==> src/rtl/pipe_hazard_ctrl.sv <==
// ---------------------------------------------------------------------------
// pipe_hazard_ctrl
//
// Central stall / flush controller for a 5-stage RV64 pipeline
// (IF, ID, EX, MEM, WB).
//
// The block keeps a two-entry shadow scoreboard of the destinations in flight
// in EX and MEM. It uses that scoreboard to detect RAW hazards against the
// instruction in ID. A memory-wait FSM freezes the whole pipe while the data
// memory is slow and forces a release after MEM_TIMEOUT frozen cycles. A
// fence.i FSM drains EX/MEM before it requests an I-cache invalidate.
//
// Parameters
//   FWD_EN      : 1 = EX/MEM bypass exists, so only load-use stalls;
//                 0 = any RAW hit against EX or MEM stalls.
//   MEM_TIMEOUT : maximum number of frozen cycles for one access (>= 2).
//   CNT_W       : width of the stall performance counter.
//
// Ports
//   clk, rst                 : clock, asynchronous active-high reset
//   id_valid                 : ID holds a valid instruction
//   id_rs1_ena/id_rs1_addr   : ID reads rs1 / rs1 index
//   id_rs2_ena/id_rs2_addr   : ID reads rs2 / rs2 index
//   id_rd_ena/id_rd_addr     : ID writes rd / rd index
//   id_mem_to_reg            : ID instruction is a load
//   id_fence_i               : ID instruction is fence.i
//   ex_redirect              : EX resolved a taken control transfer
//   mem_req, mem_ready       : MEM data-access handshake
//   pc_stall, ifid_stall     : hold PC / hold IF/ID
//   ifid_flush               : clear IF/ID to a NOP
//   idex_bubble              : load a NOP into ID/EX
//   pipe_freeze              : hold every pipeline register
//   fence_i_pulse            : one-cycle I-cache invalidate request
//   mem_timeout              : one-cycle forced completion (error) for MEM
//   stall_cycles             : saturating count of cycles with pc_stall=1
// ---------------------------------------------------------------------------
module pipe_hazard_ctrl #(
  parameter int FWD_EN      = 1,
  parameter int MEM_TIMEOUT = 16,
  parameter int CNT_W       = 64
) (
  input  logic             clk,
  input  logic             rst,
  input  logic             id_valid,
  input  logic             id_rs1_ena,
  input  logic [4:0]       id_rs1_addr,
  input  logic             id_rs2_ena,
  input  logic [4:0]       id_rs2_addr,
  input  logic             id_rd_ena,
  input  logic [4:0]       id_rd_addr,
  input  logic             id_mem_to_reg,
  input  logic             id_fence_i,
  input  logic             ex_redirect,
  input  logic             mem_req,
  input  logic             mem_ready,
  output logic             pc_stall,
  output logic             ifid_stall,
  output logic             ifid_flush,
  output logic             idex_bubble,
  output logic             pipe_freeze,
  output logic             fence_i_pulse,
  output logic             mem_timeout,
  output logic [CNT_W-1:0] stall_cycles
);

  // The wait counter must be able to hold MEM_TIMEOUT itself.
  localparam int                WCNT_W     = $clog2(MEM_TIMEOUT + 1);
  localparam logic [WCNT_W-1:0] WCNT_LIMIT = WCNT_W'(MEM_TIMEOUT);
  localparam logic [WCNT_W-1:0] WCNT_ONE   = WCNT_W'(1);
  localparam logic [CNT_W-1:0]  SCNT_ONE   = CNT_W'(1);

  typedef enum logic {
    MEM_RUN  = 1'b0,
    MEM_WAIT = 1'b1
  } mem_state_e;

  typedef enum logic {
    FEN_IDLE  = 1'b0,
    FEN_DRAIN = 1'b1
  } fen_state_e;

  // -------------------------------------------------------------------------
  // State
  // -------------------------------------------------------------------------
  mem_state_e        mem_state_q;
  logic [WCNT_W-1:0] wait_cnt_q;
  fen_state_e        fen_state_q;

  // Shadow scoreboard. Index 0 is the EX stage and index 1 is the MEM stage.
  // Only EX needs the load flag. Once a load reaches MEM, its data is either
  // bypassed (FWD_EN=1) or the hit stalls anyway (FWD_EN=0).
  logic [1:0]      sh_valid_q, sh_valid_d;
  logic [1:0][4:0] sh_rd_q, sh_rd_d;
  logic            ex_ld_q, ex_ld_d;

  logic [CNT_W-1:0] stall_cnt_q;

  // -------------------------------------------------------------------------
  // Hazard detection
  // -------------------------------------------------------------------------
  logic [1:0] stage_hit;
  logic       lu_fwd;
  logic       lu_nofwd;
  logic       lu;

  genvar gi;
  generate
    for (gi = 0; gi < 2; gi++) begin : g_hit
      // x0 is never a real dependency.
      assign stage_hit[gi] = sh_valid_q[gi] & (sh_rd_q[gi] != 5'd0) &
                             ((id_rs1_ena & (id_rs1_addr == sh_rd_q[gi])) |
                              (id_rs2_ena & (id_rs2_addr == sh_rd_q[gi])));
    end
  endgenerate

  assign lu_fwd   = id_valid & stage_hit[0] & ex_ld_q;
  assign lu_nofwd = id_valid & (|stage_hit);
  assign lu       = (FWD_EN != 0) ? lu_fwd : lu_nofwd;

  // -------------------------------------------------------------------------
  // Memory wait: freeze / timeout decode
  // -------------------------------------------------------------------------
  logic freeze_w;
  logic timeout_w;

  always_comb begin
    freeze_w  = 1'b0;
    timeout_w = 1'b0;
    if (!rst) begin
      case (mem_state_q)
        // The first slow cycle freezes without waiting for a register. It is
        // frozen cycle number 1 of at most MEM_TIMEOUT.
        MEM_RUN: freeze_w = mem_req & ~mem_ready;
        MEM_WAIT: begin
          freeze_w  = ~mem_ready & (wait_cnt_q != WCNT_LIMIT);
          timeout_w = ~mem_ready & (wait_cnt_q == WCNT_LIMIT);
        end
        default: ;
      endcase
    end
  end

  // -------------------------------------------------------------------------
  // fence.i decode
  // -------------------------------------------------------------------------
  logic busy;
  logic fence_req;
  logic draining;
  logic drain_stall;
  logic fence_fire;

  assign busy      = |sh_valid_q;
  assign fence_req = id_valid & id_fence_i & ~ex_redirect & ~freeze_w;
  assign draining  = (fen_state_q == FEN_DRAIN);

  // Stall while anything older is still in flight, whether the drain starts
  // this cycle or is already under way. Redirect and freeze take priority
  // over this stall in the output mux below.
  assign drain_stall = busy & (draining | fence_req);

  // Fire the invalidate once the pipe is empty. A redirect during a drain
  // means the fence was on the wrong path, so it must not fire.
  assign fence_fire  = ~busy & ~freeze_w & ~ex_redirect & (draining | fence_req);

  // -------------------------------------------------------------------------
  // Output strobes, in priority order
  // -------------------------------------------------------------------------
  always_comb begin
    pc_stall      = 1'b0;
    ifid_stall    = 1'b0;
    ifid_flush    = 1'b0;
    idex_bubble   = 1'b0;
    pipe_freeze   = 1'b0;
    fence_i_pulse = 1'b0;
    mem_timeout   = 1'b0;
    if (!rst) begin
      mem_timeout   = timeout_w;
      fence_i_pulse = fence_fire;
      if (freeze_w) begin
        // pc_stall also marks freeze cycles so the counter includes them.
        pipe_freeze = 1'b1;
        pc_stall    = 1'b1;
      end else if (ex_redirect) begin
        ifid_flush  = 1'b1;
        idex_bubble = 1'b1;
      end else if (drain_stall || lu) begin
        pc_stall    = 1'b1;
        ifid_stall  = 1'b1;
        idex_bubble = 1'b1;
      end
    end
  end

  // -------------------------------------------------------------------------
  // Shadow scoreboard next state
  // -------------------------------------------------------------------------
  logic issue;

  assign issue = id_valid & ~ifid_stall & ~ex_redirect;

  always_comb begin
    sh_valid_d = sh_valid_q;
    sh_rd_d    = sh_rd_q;
    ex_ld_d    = ex_ld_q;
    if (!freeze_w) begin
      sh_valid_d[1] = sh_valid_q[0];
      sh_rd_d[1]    = sh_rd_q[0];
      sh_valid_d[0] = issue;
      sh_rd_d[0]    = (issue & id_rd_ena) ? id_rd_addr : 5'd0;
      ex_ld_d       = issue & id_mem_to_reg;
    end
  end

  always_ff @(posedge clk or posedge rst) begin
    if (rst) begin
      sh_valid_q <= '0;
      sh_rd_q    <= '0;
      ex_ld_q    <= 1'b0;
    end else begin
      sh_valid_q <= sh_valid_d;
      sh_rd_q    <= sh_rd_d;
      ex_ld_q    <= ex_ld_d;
    end
  end

  // -------------------------------------------------------------------------
  // Memory-wait FSM
  // -------------------------------------------------------------------------
  always_ff @(posedge clk or posedge rst) begin
    if (rst) begin
      mem_state_q <= MEM_RUN;
      wait_cnt_q  <= '0;
    end else begin
      case (mem_state_q)
        MEM_RUN: begin
          if (mem_req && !mem_ready) begin
            mem_state_q <= MEM_WAIT;
            wait_cnt_q  <= WCNT_ONE;
          end
        end
        MEM_WAIT: begin
          if (mem_ready || (wait_cnt_q == WCNT_LIMIT)) begin
            mem_state_q <= MEM_RUN;
            wait_cnt_q  <= '0;
          end else begin
            wait_cnt_q <= wait_cnt_q + WCNT_ONE;
          end
        end
        default: begin
          mem_state_q <= MEM_RUN;
          wait_cnt_q  <= '0;
        end
      endcase
    end
  end

  // -------------------------------------------------------------------------
  // fence.i drain FSM
  // -------------------------------------------------------------------------
  always_ff @(posedge clk or posedge rst) begin
    if (rst) begin
      fen_state_q <= FEN_IDLE;
    end else begin
      case (fen_state_q)
        FEN_IDLE: begin
          if (fence_req && busy) begin
            fen_state_q <= FEN_DRAIN;
          end
        end
        FEN_DRAIN: begin
          // Leave the drain state on completion or on a wrong-path abort.
          // While frozen, keep draining.
          if (!freeze_w && (ex_redirect || !busy)) begin
            fen_state_q <= FEN_IDLE;
          end
        end
        default: fen_state_q <= FEN_IDLE;
      endcase
    end
  end

  // -------------------------------------------------------------------------
  // Stall performance counter (saturating)
  // -------------------------------------------------------------------------
  always_ff @(posedge clk or posedge rst) begin
    if (rst) begin
      stall_cnt_q <= '0;
    end else if (pc_stall && !(&stall_cnt_q)) begin
      stall_cnt_q <= stall_cnt_q + SCNT_ONE;
    end
  end

  assign stall_cycles = stall_cnt_q;

endmodule

==> config.mk <==
export PLATFORM = sky130hd
export DESIGN_NAME = pipe_hazard_ctrl
export DESIGN_NICKNAME = d
export VERILOG_FILES = /design/src/rtl/pipe_hazard_ctrl.sv
export SDC_FILE = /design/constraint.sdc
export NUM_CORES = 1
export LEC_CHECK = 0
export BUFFER_PORTS_ARGS = -buffer_cell sky130_fd_sc_hd__clkbuf_2
export CAP_MARGIN = 20
export CORE_MARGIN = 3
export CORE_UTILIZATION = 30
export CTS_CLUSTER_DIAMETER = 60
export DETAILED_ROUTE_END_ITERATION = 7
export GPL_TIMING_DRIVEN = 0
export SLEW_MARGIN = 15
export SYNTH_ARGS = -nofsm -noshare
export SYNTH_HDL_FRONTEND = slang
export SYNTH_SLANG_ARGS = --single-unit
==> constraint.sdc <==
create_clock -name clk -period 3 [get_ports clk]
set_input_delay 0.15 -clock clk [delete_from_list [all_inputs] [get_ports clk]]
set_output_delay 0.15 -clock clk [all_outputs]
set_load 0.01 [all_outputs]
==> flow_summary.toml <==
[timing]
setup_ws_ns = 0.323
setup_viol = 0
hold_viol = 0
rsz0062_at_grt = "false"
worst_slew_pin_slew_ns = 0.566
slew_headroom = 0.621
finalMaxSlewViolations = 0
period_share = 0.892
fmax_mhz = 374
skew_ns = 0.00702
post-route-min-period_ns = 2.68

[setup_path]
crit_fanout = 8
critPathSlowestCell = "nor3_2"
path_delay_family = "simple AND/OR/NAND/NOR gates"
crit_path_end = "stall_cycles[46]$_DFFE_PP0P_"
r2r_slack_ns = 0.32
critPathArrivalTime_ns = 2.92
worstPathRequired_ns = 3.25
critPathLaunch = "stall_cycles[0]$_DFFE_PP0P_"
cp-end-kind = "register"
critical_path_buf_inv_count = 0
path_class = "register to register"
cp-start-kind = "register"
critPathMaxStageDelay_ns = 0.53
worst-path-stages = 6
r2r_start = "stall_cycles[0]$_DFFE_PP0P_"
r2r-end = "stall_cycles[46]$_DFFE_PP0P_"
r2r_cells = 6
path_cells = "ha_1 -> nand4_1 -> nor3_2 -> nand3_1 -> nor4_2 -> xnor2_1"

[logic_synthesis]
synth_enable_flop_cells = 0
synth-seq-cells = 79
synth-xor-area-share = 0.144
synth-simple-area-share = 0.307
synthMuxAreaShare = 0.00334
syn_inst = 409
syn-num-nets = 438
ys.flop_type = "dfrtp_1"
async_flop_share = 1.00
yosysWarningCount = 0
synth-adder-area-share = 0.00836
synth_area_per_cell_um2 = 11.0
synth_cell_types = 50
synth_compound_area_frac = 0.0563
yosysSeqAreaShare = 0.440
synth.cell_area_um2 = 4490
synth_top_family_by_area = "simple AND/OR/NAND/NOR gates"

[clocking]
clock_latency_ns = 0.34
cts_htree_levels = 3
cts_tree = "yes"
cts_resized = 0
clock-sinks = 79
cts-root-buf = "clkbuf_16"
cts_buffers = 9
clk_pin_slew_ns = 0.06
cts_max_path_buffers = 2

[route]
ant_nets = 0
wl_um = 11800
wl_per_cell_um = 16.7
top_layer = "met4"
vias = 3590
wl_met3_um = 781
viasPerCell = 5.07
drc = 0
wl_met2_um = 5580
wirelength_met1_um = 5230
drt_iter0_markers = 153
drtPass1Iterations = 4

[grt]
grt-ovfl-total = 0
grt_usage = 0.149
antenna_found_initial = 0
grt_max_degree = 29
grt_pass1_vias = 3683
grt_pass1_wl_um = 19400

[die]
core_um2 = 14600
pin_count = 97
dieHeight_um = 128
die-area_um2 = 16500
num_rows = 44
die_w_um = 128
initial_core_util = 0.308

[placement]
dp_hpwl_um = 8970
port_buffers = 96
place_congestion = 0.834
place_ws_ns = 0.253

[final_layout]
nFillCells = 1410
synthToLayoutAreaGrowth_pct = 23.7
post_route_cells_drive_above_1_share = 0.344
fin_nets = 549
num_antenna_cells = 0

[status]
status = "complete, no violations"

[job]
cap_violations = 0

[pwr]
p_per_area_nw_per_um2 = 476
leakage_uw = 0.00262
vdd_drop_max_mv = 0.200
power_uw = 2640

[min_path]
hp-class = "primary input to register"
worst min path at each step:
stage	end	slack [ns]	cells after the start	start
floorplan	mem_state_q$_DFF_PP0_	0.23	1	mem_ready
global placement	sh_rd_q[2]$_DFFE_PP0N_	0.37	2	id_rd_addr[2]
detailed placement	mem_state_q$_DFF_PP0_	0.34	2	rst
CTS	sh_rd_q[1]$_DFFE_PP0N_	0.03	2	id_rd_addr[1]
global route	sh_rd_q[0]$_DFFE_PP0N_	0.04	2	id_rd_addr[0]
finish	sh_rd_q[1]$_DFFE_PP0N_	0.03	2	id_rd_addr[1]
worst register-to-register path: stages (launching register included):
cell	delay, ns
dfrtp_1	0.41
ha_1	0.22
nand4_1	0.31
nor3_2	0.54
nand3_1	0.47
nor4_2	0.46
xnor2_1	0.18
cell type report:
cell class	count	area, um^2	area share
Multi-Input combinational cell	306	2330	0.420
Sequential cell	79	1980	0.356
Timing Repair Buffer	100	551	0.0992
Clock buffer	15	278	0.0500
Tap cell	184	230	0.0415
Buffer	13	133	0.0239
Inverter	11	50.0	0.00902
power by group:
| group | internal (uW) | switching (uW) |
|---|---|---|
| Combinational | 163 | 203 |
| Clock | 625 | 407 |
| Sequential | 1140 | 101 |
| Total | 1930 | 712 |
cells in the final DEF, fill, tap and decap left out, types with 4 or more instances in the layout:
master / netlist / final
xor2_1: 57 / 57
nand2_1: 38 / 38
nand3_1: 29 / 29
nor2_1: 14 / 14
nor3_1: 7 / 7
clkbuf_16: 0 / 9
and4_1: 5 / 5
a21oi_1: 6 / 6
o21ai_0: 6 / 6
and3_1: 7 / 7
nand4_1: 19 / 19
inv_1: 10 / 9
buf_6: 11 / 11
nor4_1: 16 / 16
nor3_2: 19 / 19
nor4_2: 20 / 20
xnor2_1: 17 / 17
clkbuf_2: 0 / 96
dfrtp_1: 79 / 79
and2_1: 4 / 4
clkbuf_1: 1 / 4
a22o_1: 7 / 7
what timing repair did:
item                                   in CTS  in global routing
setup buffers                               0                  0
setup endpoints to repair                   0                  0
hold buffers                                2                  0
endpoints found under the hold margin      26                  0
layer usage:
layer	track usage	vias up
li1	-	1718
met1	0.194	1778
met2	0.235	78
met3	0.0448	16
met4	0.0549	0
met5	0	-
metrics by stage:
stage          TNS, ns  hold WS (ns)   util  cells  area (um^2)
3_5_place_dp         0         0.338  0.359    691         5240
6_report             0        0.0289  0.381    708         5550
3_3_place_gp    -39.48         0.373  0.357    689         5200
5_1_grt              0        0.0353  0.381    708         5550
2_1_floorplan        0         0.228      -    409         4490
4_1_cts              0        0.0274  0.381    708         5550
Yosys cell counts, types with 3 or more instances:
library cell | instances | area [um^2]
and2_1 | 4 | 25.0
a22o_1 | 7 | 61.3
nand3_1 | 29 | 145
ha_1 | 3 | 37.5
xnor2_1 | 17 | 149
o21ai_0 | 6 | 30.0
nor2_1 | 14 | 52.6
nor3_1 | 7 | 35.0
inv_1 | 10 | 37.5
nor3_2 | 19 | 190
a21oi_1 | 6 | 30.0
xor2_1 | 57 | 499
and3_1 | 7 | 43.8
nor4_2 | 20 | 250
and4_1 | 5 | 43.8
nand4_1 | 19 | 119
dfrtp_1 | 79 | 1980
nor4_1 | 16 | 100
buf_6 | 11 | 124
nor4b_2 | 3 | 45.0
nand2_1 | 38 | 143
sequential cells by signal, indices dropped and copies added (netlist names):
name and count:
stall_cycles 64, sh_rd_q 5, wait_cnt_q 5, sh_valid_q 2, draining 1, ex_ld_q 1
mem_state_q 1
logic make-up (layout without fill, tap and decap cells):
logic type | Yosys count | after routing
AO/OA/AOI/OAI | 32 | 32
XOR/XNOR | 74 | 74
adder cells (fa/ha/maj) | 3 | 3
buffers and inverters | 24 | 139
flip-flops | 79 | 79
multiplexers | 1 | 1
AND/OR/NAND/NOR | 196 | 196
(Power assumes the default switching activity.)
